$ cat src/rtl/hvac_zone_scheduler.sv
// Multi-zone HVAC plant scheduler: per-zone hysteresis demand, round-robin grant,
// minimum run/rest timing. Define HVAC_PREEMPT_EN to enable MAX_RUN preemption.
module hvac_zone_scheduler #(
    parameter int         N_ZONES    = 4,
    parameter logic [4:0] LOWER_TEMP = 5'd18,
    parameter logic [4:0] MID_TEMP   = 5'd20,
    parameter logic [4:0] UPPER_TEMP = 5'd22,
    parameter int         MIN_RUN    = 8,
    parameter int         MIN_REST   = 4,
    parameter int         MAX_RUN    = 32
) (
    input  logic                   clk,
    input  logic                   rst,
    input  logic [5*N_ZONES-1:0]   temperature,
    input  logic [N_ZONES-1:0]     zone_enable,
    output logic                   heating,
    output logic                   cooling,
    output logic [N_ZONES-1:0]     zone_valve,
    output logic [1:0]             sched_state
);
    localparam int ZW      = $clog2(N_ZONES);
    localparam int CNT_MAX = (MAX_RUN > MIN_RUN) ? MAX_RUN : MIN_RUN;
    localparam int RCW     = $clog2(CNT_MAX + 1);
    localparam int SCW     = $clog2(MIN_REST + 1);

    localparam logic [RCW-1:0] RUN_MIN_LAST = RCW'(MIN_RUN - 1);
    localparam logic [SCW-1:0] REST_LAST    = SCW'(MIN_REST - 1);
    localparam logic [ZW-1:0]  LAST_ZONE    = ZW'(N_ZONES - 1);

    typedef enum logic [1:0] {
        DEM_IDLE = 2'd0,
        DEM_HEAT = 2'd1,
        DEM_COOL = 2'd2
    } demand_e;

    typedef enum logic [1:0] {
        ST_IDLE = 2'b00,
        ST_RUN  = 2'b01,
        ST_REST = 2'b10
    } state_e;

    demand_e           demand [N_ZONES];
    state_e            state, state_next;
    logic [ZW-1:0]     zone, zone_next;
    logic [ZW-1:0]     last, last_next;
    logic              mode_heat, mode_next;
    logic [RCW-1:0]    run_cnt, run_next;
    logic [SCW-1:0]    rest_cnt, rest_next;
    logic              found;
    logic [ZW-1:0]     sel;
    logic              done_run;
    logic              heating_d, cooling_d;
    logic [N_ZONES-1:0] valve_d;

    // NOTE: sequential state uses non-blocking assignments so every register
    // samples pre-edge values regardless of statement order.
    always_ff @(posedge clk) begin
        for (int i = 0; i < N_ZONES; i++) begin
            if (rst || !zone_enable[i]) begin
                demand[i] <= DEM_IDLE;
            end else begin
                case (demand[i])
                    DEM_IDLE: begin
                        if (temperature[5*i +: 5] <= LOWER_TEMP)
                            demand[i] <= DEM_HEAT;
                        else if (temperature[5*i +: 5] >= UPPER_TEMP)
                            demand[i] <= DEM_COOL;
                    end
                    DEM_HEAT: if (temperature[5*i +: 5] >= MID_TEMP) demand[i] <= DEM_IDLE;
                    DEM_COOL: if (temperature[5*i +: 5] <= MID_TEMP) demand[i] <= DEM_IDLE;
                    default:  demand[i] <= DEM_IDLE;
                endcase
            end
        end
    end

    // Round-robin search starting just after the last served zone.
    // NOTE: every always_comb output gets a default first so no latch is inferred.
    always_comb begin
        logic [ZW-1:0] idx;
        idx   = '0;
        found = 1'b0;
        sel   = '0;
        for (int i = 1; i <= N_ZONES; i++) begin
            idx = ZW'((int'(last) + i) % N_ZONES);
            if (!found && demand[idx] != DEM_IDLE) begin
                found = 1'b1;
                sel   = idx;
            end
        end
    end

`ifdef HVAC_PREEMPT_EN
    localparam logic [RCW-1:0] RUN_MAX_LAST = RCW'(MAX_RUN - 1);
    logic other_demand;

    always_comb begin
        other_demand = 1'b0;
        for (int i = 0; i < N_ZONES; i++) begin
            if (ZW'(i) != zone && demand[i] != DEM_IDLE)
                other_demand = 1'b1;
        end
    end
`endif

    always_ff @(posedge clk) begin
        if (rst) begin
            state       <= ST_IDLE;
            zone        <= '0;
            last        <= LAST_ZONE;
            mode_heat   <= 1'b0;
            run_cnt     <= '0;
            rest_cnt    <= '0;
            heating     <= 1'b0;
            cooling     <= 1'b0;
            zone_valve  <= '0;
            sched_state <= ST_IDLE;
        end else begin
            state       <= state_next;
            zone        <= zone_next;
            last        <= last_next;
            mode_heat   <= mode_next;
            run_cnt     <= run_next;
            rest_cnt    <= rest_next;
            heating     <= heating_d;
            cooling     <= cooling_d;
            zone_valve  <= valve_d;
            sched_state <= state_next;
        end
    end

    always_comb begin
        state_next = state;
        zone_next  = zone;
        last_next  = last;
        mode_next  = mode_heat;
        run_next   = run_cnt;
        rest_next  = rest_cnt;
        done_run   = 1'b0;
        case (state)
            ST_IDLE: begin
                if (found) begin
                    state_next = ST_RUN;
                    zone_next  = sel;
                    mode_next  = (demand[sel] == DEM_HEAT);
                    run_next   = '0;
                end
            end
            ST_RUN: begin
                // Losing the zone enable releases immediately, bypassing MIN_RUN.
                done_run = !zone_enable[zone] ||
                           (run_cnt >= RUN_MIN_LAST && demand[zone] == DEM_IDLE);
`ifdef HVAC_PREEMPT_EN
                done_run = done_run || (run_cnt >= RUN_MAX_LAST && other_demand);
`endif
                if (done_run) begin
                    state_next = ST_REST;
                    last_next  = zone;
                    rest_next  = '0;
                end else if (run_cnt != '1) begin
                    run_next = run_cnt + 1'b1;
                end
            end
            ST_REST: begin
                if (rest_cnt == REST_LAST)
                    state_next = ST_IDLE;
                else
                    rest_next = rest_cnt + 1'b1;
            end
            default: state_next = ST_IDLE;
        endcase
    end

    // Outputs are decoded from the next state so they register alongside it.
    always_comb begin
        heating_d = 1'b0;
        cooling_d = 1'b0;
        valve_d   = '0;
        if (state_next == ST_RUN) begin
            heating_d          = mode_next;
            cooling_d          = !mode_next;
            valve_d[zone_next] = 1'b1;
        end
    end

endmodule

$ cat config.mk
export PLATFORM = sky130hd
export DESIGN_NAME = hvac_zone_scheduler
export DESIGN_NICKNAME = d
export VERILOG_FILES = /design/src/rtl/hvac_zone_scheduler.sv
export SDC_FILE = /design/constraint.sdc
export NUM_CORES = 1
export LEC_CHECK = 0
export CORE_MARGIN = 3
export CORE_UTILIZATION = 56
export DETAILED_ROUTE_END_ITERATION = 10
export PLACE_DENSITY = 0.84
export SLEW_MARGIN = 20
export SYNTH_ARGS = -nofsm -noshare
export SYNTH_HDL_FRONTEND = slang
export SYNTH_SLANG_ARGS = --single-unit
export TNS_END_PERCENT = 10
$ cat constraint.sdc
create_clock -name clk -period 5.04 [get_ports clk]
set_input_delay 1.26 -clock clk [delete_from_list [all_inputs] [get_ports clk]]
set_output_delay 1.26 -clock clk [all_outputs]
set_load 0.02 [all_outputs]
==> metrics.csv, run 1 <==
stage,metric,value,unit
status,status,finished clean,
setup_path,max incr delay on CP,750,ps
layout,layout cells sized above 1,9.54,%
synthesis,synthesized net count,236,
timing,Worst-Margin Slew,660,ps
synthesis,ranking of synthesized cells by area,"dfxtp_1 25%, edfxtp_1 13%, nor2_1 5.9%",
placed_design,Placed Instances,278,
floorplan,IO Pins,34,
setup_path,data required time of the worst path,5080,ps
detailed_routing,WL/cell,15.7,microns
power_and_ir_drop,total power,0.000983,W
worst_hold_path,min-delay src,rest_cnt[2],
floorplan,DIE WIDTH,64.4,microns
clock_network,Clock Latency Late Sink,330,ps
detailed_routing,vias per inst,6.13,
setup_path,CP Capture Type,flip-flop,
setup_path,Crit. Startpoint,rst,
power_and_ir_drop,Leak,0.849,nW
synthesis,yosys warns,0,
synthesis,"Avg Cell Area, Syn",9.24,sq um
synthesis,Synth top area share,25.1,%
worst_hold_path,HP Class,flip-flop to flip-flop,
placed_design,Detail Placement HPWL,3.46,mm
synthesis,Post-synth EDFFs,8,
setup_path,worst-path maximum fanout,19,
layout,nets,270,
timing,Final setup violation count,0,
timing,fmax,352,MHz
floorplan,Initial Util,60.6,%
clock_network,CTS sink cnt,32,
floorplan,Rows,20,
timing,Final Max Slew Viols,0,
synthesis,cell area after synthesis,0.00191,sq mm
power_and_ir_drop,Seq pwr share,37.7,%
placed_design,Final GP Congestion,0.895,
timing,slew margin rel.,55.9,%
placed_design,# port buffers,33,
grt,first-pass GRT wire length,7.53,mm
power_and_ir_drop,internal cell power,0.000600,W
run,max-cap viol count,0,
clock_network,CTS Buffer Depth,2,
clock_network,Clock transition at path regs,90,ps
power_and_ir_drop,switching power,0.000382,W
timing,final worst-path cycle share,56.4,%
synthesis,Yosys top cell by area,dfxtp_1,
setup_path,crit path max-delay cell type,clkdlybuf4s50_1,
layout,Layout area overhead,21.7,%
power_and_ir_drop,switching share of power,38.9,%
setup_path,R2R Setup Slk,2400,ps
power_and_ir_drop,combinational share of power,45.8,%
synthesis,"Async S/R FF share, synth",0,%
clock_network,post-CTS setup buffer count,0,
clock_network,TritonCTS clock tree,built,
floorplan,Die ar.,0.00415,sq mm
detailed_routing,Detailed Route Iter0 Violations,136,
setup_path,Setup CP Type,input port to flip-flop,
power_and_ir_drop,pwr dens,422,mW/mm^2
timing,Worst Skew,6.88,ps
timing,RSZ-0062 raised after global routing,false,
clock_network,post-cts hold buffer count,0,
clock_network,H-tree levels,2,
layout,number of inserted diodes,0,
synthesis,Syn Inst Count,207,
detailed_routing,Post-Route WL,4.49,mm
setup_path,R2R Path Start,demand[3][1],
timing,minimum clock period,2840,ps
synthesis,Yosys reg bits,32,
clock_network,CTS root buf,clkbuf_4,
synthesis,most common library cells after synthesis,"30 x nor2_1, 24 x dfxtp_1, 11 x nand2_1",
placed_design,area post-placement,0.00226,sq mm
detailed_routing,post-route ant nets,0,
setup_path,Startpoint Class,input port,
floorplan,die height,64.4,microns
timing,setup_tns,0,ps
clock_network,Num CTS Buffers,5,
power_and_ir_drop,Worst VDD drop,0.308,mV
floorplan,CORE AREA,0.00315,sq mm
grt,gr usage total,23.1,%
clock_network,CTS-repair resized insts,0,
setup_path,CP arrival,2890,ps
grt,initial antenna violation count,0,
synthesis,number of distinct library cells after synthesis,56,
grt,GRT Residual Overflow,0,
layout,Final Util,73.8,%
power_and_ir_drop,clock network power share,16.5,%
timing,Final Hold Vio Count,0,
detailed_routing,DRC Markers,0,
grt,largest net degree at the start of global routing,20,
layout,Filler cells,232,
setup_path,critical-path cell list,clkdlybuf4s50_1 -> nor2b_1 -> o21ai_0 -> nor2_1 -> o21bai_1 -> nand4_1,
grt,vias in the first global route,1648,
detailed_routing,total number of vias,1748,
layout,fin area,0.00233,sq mm
synthesis,"count leader, synth",nor2_1,
detailed_routing,TritonRoute pass-1 iters,4,
layout,Non-Filler Instances,285,
synthesis,"Seq/Total Area, Yosys",37.7,%
synthesis,Synth Flop Type,dfxtp_1,
==> worst paths after layout <==
path              endpoint  cells after the start
min reg2reg    rest_cnt[2]                      2
max           demand[3][1]                      6
min            rest_cnt[2]                      2
max reg2reg  zone_valve[2]                      6
==> metal layers <==
layer / up-vias / wire length, microns / GRT usage [%]
li1: 863 / - / -
met1: 823 / 2000 / 29.0
met2: 54 / 2200 / 39.2
met3: 8 / 226 / 5.03
met4: 0 / 64 / 8.18
met5: - / 0 / 0
==> cells in the final DEF (no fill, tap or decap), types with 3 or more instances in the layout <==
cell type         n
clkdlybuf4s50_1  33
nor2_1           30
dfxtp_1          24
nand2_1          11
a21oi_1          10
nor3_1            9
edfxtp_1          8
o21ai_0           7
nor3b_1           7
o21a_1            6
or2_2             6
nor2b_1           6
o211ai_1          5
nand3_1           5
clkbuf_4          5
nand3b_1          4
inv_1             4
mux4_2            4
xnor2_1           4
a21boi_0          3
a211oi_1          3
or3_1             3
ha_1              3
==> registers in the layout, indices dropped and copies added, names as in the netlist, 2 cells and up, named ones only <==
signal      cells
state           2
zone_valve      4
demand          8
zone            2
last            2
rest_cnt        3
run_cnt         6
==> logic make-up after synthesis <==
kind of cell	Yosys count	share of synthesized area, %
AO/OA/AOI/OAI	57	24.0
XOR/XNOR	5	2.29
adder cells (fa/ha/maj)	3	1.96
buffers and inverters	10	2.68
flip-flops	32	37.7
multiplexers	5	5.24
AND/OR/NAND/NOR	95	26.1
==> area by class of cell <==
class	instances	area, sq um	share of cell area [%]
clock buffers	7	65.1	2.80
inverters	4	15.0	0.646
multi-input cells	165	1140	49.0
flip-flops and latches	32	721	31.0
well taps	44	55.1	2.37
repair buffers	33	330	14.2
==> stage by stage <==
stage               setup slack (ps)  hold slack, ps
floorplan                       2550             454
global placement                2000             477
detailed placement              1840             491
CTS                             2210             512
global route                    2050             546
finish                          2200             503
==> worst max-delay path: cells and delay by family <==
family | cells | cell delay, ps
buffers and inverters | 1 | 750
AND/OR/NAND/NOR | 3 | 610
AO/OA/AOI/OAI | 2 | 260
==> power groups by stage <==
stage                     combinational [W]  clock [W]  sequential [W]
after CTS                          0.000448   0.000164        0.000370
final                              0.000450   0.000162        0.000371
after detailed placement           0.000445          0        0.000376
after floorplan                    0.000326          0        0.000375
after global routing               0.000489   0.000174        0.000379
after global placement             0.000433          0        0.000375
Power figures use the tool's default switching activity.
==> inputs of run 2 (changes only) <==
--- a/config.mk
+++ b/config.mk
@@ -6,9 +6,9 @@
 export NUM_CORES = 1
 export LEC_CHECK = 0
 export CORE_MARGIN = 3
-export CORE_UTILIZATION = 56
+export CORE_UTILIZATION = 47
 export DETAILED_ROUTE_END_ITERATION = 10
-export PLACE_DENSITY = 0.84
+export PLACE_DENSITY = 0.75
 export SLEW_MARGIN = 20
 export SYNTH_ARGS = -nofsm -noshare
 export SYNTH_HDL_FRONTEND = slang
==> constraint.sdc (replaced) <==
create_clock -name clk -period 2.6 [get_ports clk]
set_input_delay 0.65 -clock clk [delete_from_list [all_inputs] [get_ports clk]]
set_output_delay 0.65 -clock clk [all_outputs]
set_load 0.02 [all_outputs]
==> metrics.csv, run 2 (synthesis results as in run 1) <==
stage,metric,value,unit,change
clock_network,post-cts hold buffer count,0,,unchanged
detailed_routing,post-route ant nets,0,,unchanged
grt,GRT Residual Overflow,0,,unchanged
setup_path,Startpoint Class,flip-flop,,
grt,first-pass GRT wire length,7.36,mm,-2.2%
setup_path,reg2reg path depth,7,,+1
layout,most frequent cells in the layout,"33 x clkdlybuf4s50_1, 30 x nor2_1, 24 x dfxtp_1, 11 x nand2_1",,
floorplan,DIE WIDTH,69.8,microns,+8.3%
power_and_ir_drop,Worst VDD drop,0.400,mV,+30%
setup_path,Worst R2R End,zone_valve[2],,
timing,setup_tns,0,ps,unchanged
clock_network,CTS sink cnt,32,,unchanged
worst_hold_path,min-delay src,rest_cnt[2],,
detailed_routing,Detailed Route Iter0 Violations,90,,-34%
power_and_ir_drop,total power,0.00204,W,+110%
setup_path,critical-path cell list,or2_2 -> mux4_2 -> a211oi_1 -> or3_1 -> buf_4 -> nand3b_1 -> a21boi_0,,
setup_path,CP Capture Type,flip-flop,,
timing,RSZ-0062 raised after global routing,false,,
layout,"most common cell after layout, fill and taps aside",clkdlybuf4s50_1,,
clock_network,CTS Buffer Depth,2,,unchanged
setup_path,R2R Setup Slk,220,ps,-2180 ps
placed_design,Placed Instances,292,,+5.0%
setup_path,data required time of the worst path,2790,ps,-2290 ps
timing,slew margin rel.,60.2,%,+4.3 points
timing,Worst-Margin Slew,595,ps,-64.7 ps
setup_path,crit path max-delay cell type,edfxtp_1,,
layout,nets,280,,+3.7%
timing,Worst Skew,4.30,ps,-2.59 ps
floorplan,Rows,22,,+10%
power_and_ir_drop,Leak,0.917,nW,+8.0%
clock_network,Clock transition at path regs,60,ps,-30 ps
timing,final worst-path cycle share,91.5,%,
setup_path,CP top delay family,simple AND/OR/NAND/NOR gates,,
setup_path,Setup CP Type,flip-flop to flip-flop,,
grt,gr usage total,18.2,%,-4.9 points
layout,number of inserted diodes,0,,unchanged
detailed_routing,WL/cell,13.9,microns,-12%
layout,max reg flops,8,,unchanged
clock_network,TritonCTS clock tree,built,,
timing,Final setup violation count,0,,unchanged
floorplan,Initial Util,50.3,%,-10 points
setup_path,max incr delay on CP,460,ps,-290 ps
worst_hold_path,Hold Path End,rest_cnt[2],,
detailed_routing,total number of vias,1721,,-1.5%
timing,Final Hold Vio Count,0,,unchanged
floorplan,CORE AREA,0.00380,sq mm,+20%
layout,Filler cells,332,,+43%
detailed_routing,DRC Markers,0,,unchanged
floorplan,Die ar.,0.00487,sq mm,+17%
grt,initial antenna violation count,0,,unchanged
clock_network,CTS root buf,clkbuf_8,,
timing,Final Max Slew Viols,0,,unchanged
floorplan,die height,69.8,microns,+8.3%
layout,layout cells sized above 1,13.5,%,+3.9 points
grt,Global Route met1 Usage,23.9,%,-5.1 points
worst_hold_path,HP Class,flip-flop to flip-flop,,
grt,M3 GR Usage,4.06,%,-0.97 points
placed_design,Final GP Congestion,0.899,,+0.49%
grt,largest net degree at the start of global routing,11,,-45%
layout,Non-Filler Instances,300,,+5.3%
setup_path,Worst Path Buf+Inv,1,,unchanged
placed_design,Detail Placement HPWL,3.24,mm,-6.3%
layout,Largest regs,"demand x8, run_cnt x6, zone_valve x4",,
run,max-cap viol count,0,,unchanged
grt,M2 GR Usage,29.9,%,-9.3 points
layout,register name with the most flops,demand,,
grt,GRT busiest layer,met2,,
grt,vias in the first global route,1628,,-1.2%
clock_network,Clock Latency Late Sink,280,ps,-50 ps
detailed_routing,vias per inst,5.74,,-6.5%
detailed_routing,Post-Route WL,4.17,mm,-7.1%
setup_path,R2R Path Start,demand[1][1],,
layout,Layout area overhead,28.1,%,
placed_design,# port buffers,33,,unchanged
status,status,finished clean,,
timing,fmax,421,MHz,
setup_path,worst-path maximum fanout,6,,-13
setup_path,CP arrival,2570,ps,-320 ps
clock_network,Num CTS Buffers,5,,unchanged
worst_hold_path,Hold Crit Depth,2,,unchanged
clock_network,H-tree levels,2,,unchanged
power_and_ir_drop,pwr dens,834,mW/mm^2,+97%
detailed_routing,TritonRoute pass-1 iters,4,,unchanged
timing,minimum clock period,2380,ps,
floorplan,IO Pins,34,,unchanged
run 2: cell count changes in the layout (fill, tap and decap cells not counted), sizes merged:
cell,delta
buf,+10
clkinv,+1
run 2: timing repair:
item / 4_1_cts / 5_1_grt
gates resized for setup: 0 / 1
endpoints found under the setup margin: 0 / 2
setup buffers: 0 / 0
run 2: how the worst max path moves through the flow:
stage / from / end / slack, ps / depth (start not counted)
floorplan: demand[3][0] / cooling / 430 / 7
global placement: zone_enable[2] / flip-flop / 190 / 5
detailed placement: zone_enable[2] / last[1] / 150 / 5
CTS: demand[0][0] / heating / 230 / 7
global route: demand[1][1] / zone_valve[2] / 30 / 7
finish: demand[1][1] / zone_valve[2] / 220 / 7
run 2: area by class of cell:
| class | instances | area (sq um) | share of cell area [%] |
|---|---|---|---|
| clock inverter | 1 | 5.00 | 0.204 |
| multi-input combinational | 165 | 1140 | 46.8 |
| sequential | 32 | 721 | 29.4 |
| tap | 48 | 60.1 | 2.45 |
| clock buffer | 7 | 97.6 | 3.99 |
| timing repair buffer | 43 | 405 | 16.6 |
| inverter | 4 | 15.0 | 0.613 |
run 2: worst register-to-register path: stages, from the launching register on:
cell and delay [ps]:
edfxtp_1 460, or2_2 370, mux4_2 460, a211oi_1 300, or3_1 250, buf_4 160, nand3b_1 70, a21boi_0 220
run 2: power by group:
group	leakage, nW	internal (W)	total (W)	switching [W]
clock	0.0534	0.000245	0.000421	0.000176
sequential	0.288	0.000612	0.000701	0.0000896
combinational	0.575	0.000438	0.000920	0.000482
run 2: metrics by stage:
stage	util, %	area [sq um]	hold slack (ps)	worst slack, ps
floorplan	-	1910	454	432
global placement	61.6	2340	470	192
detailed placement	61.6	2340	486	147
CTS	64.3	2440	501	228
global route	64.5	2450	540	31.5
finish	64.5	2450	494	222
run 2: routing by layer:
layer	part of all wire, %	vias to the layer above
li1	-	876
met1	48	788
met2	45	50
met3	5.9	7
met4	1.1	0
met5	0	-
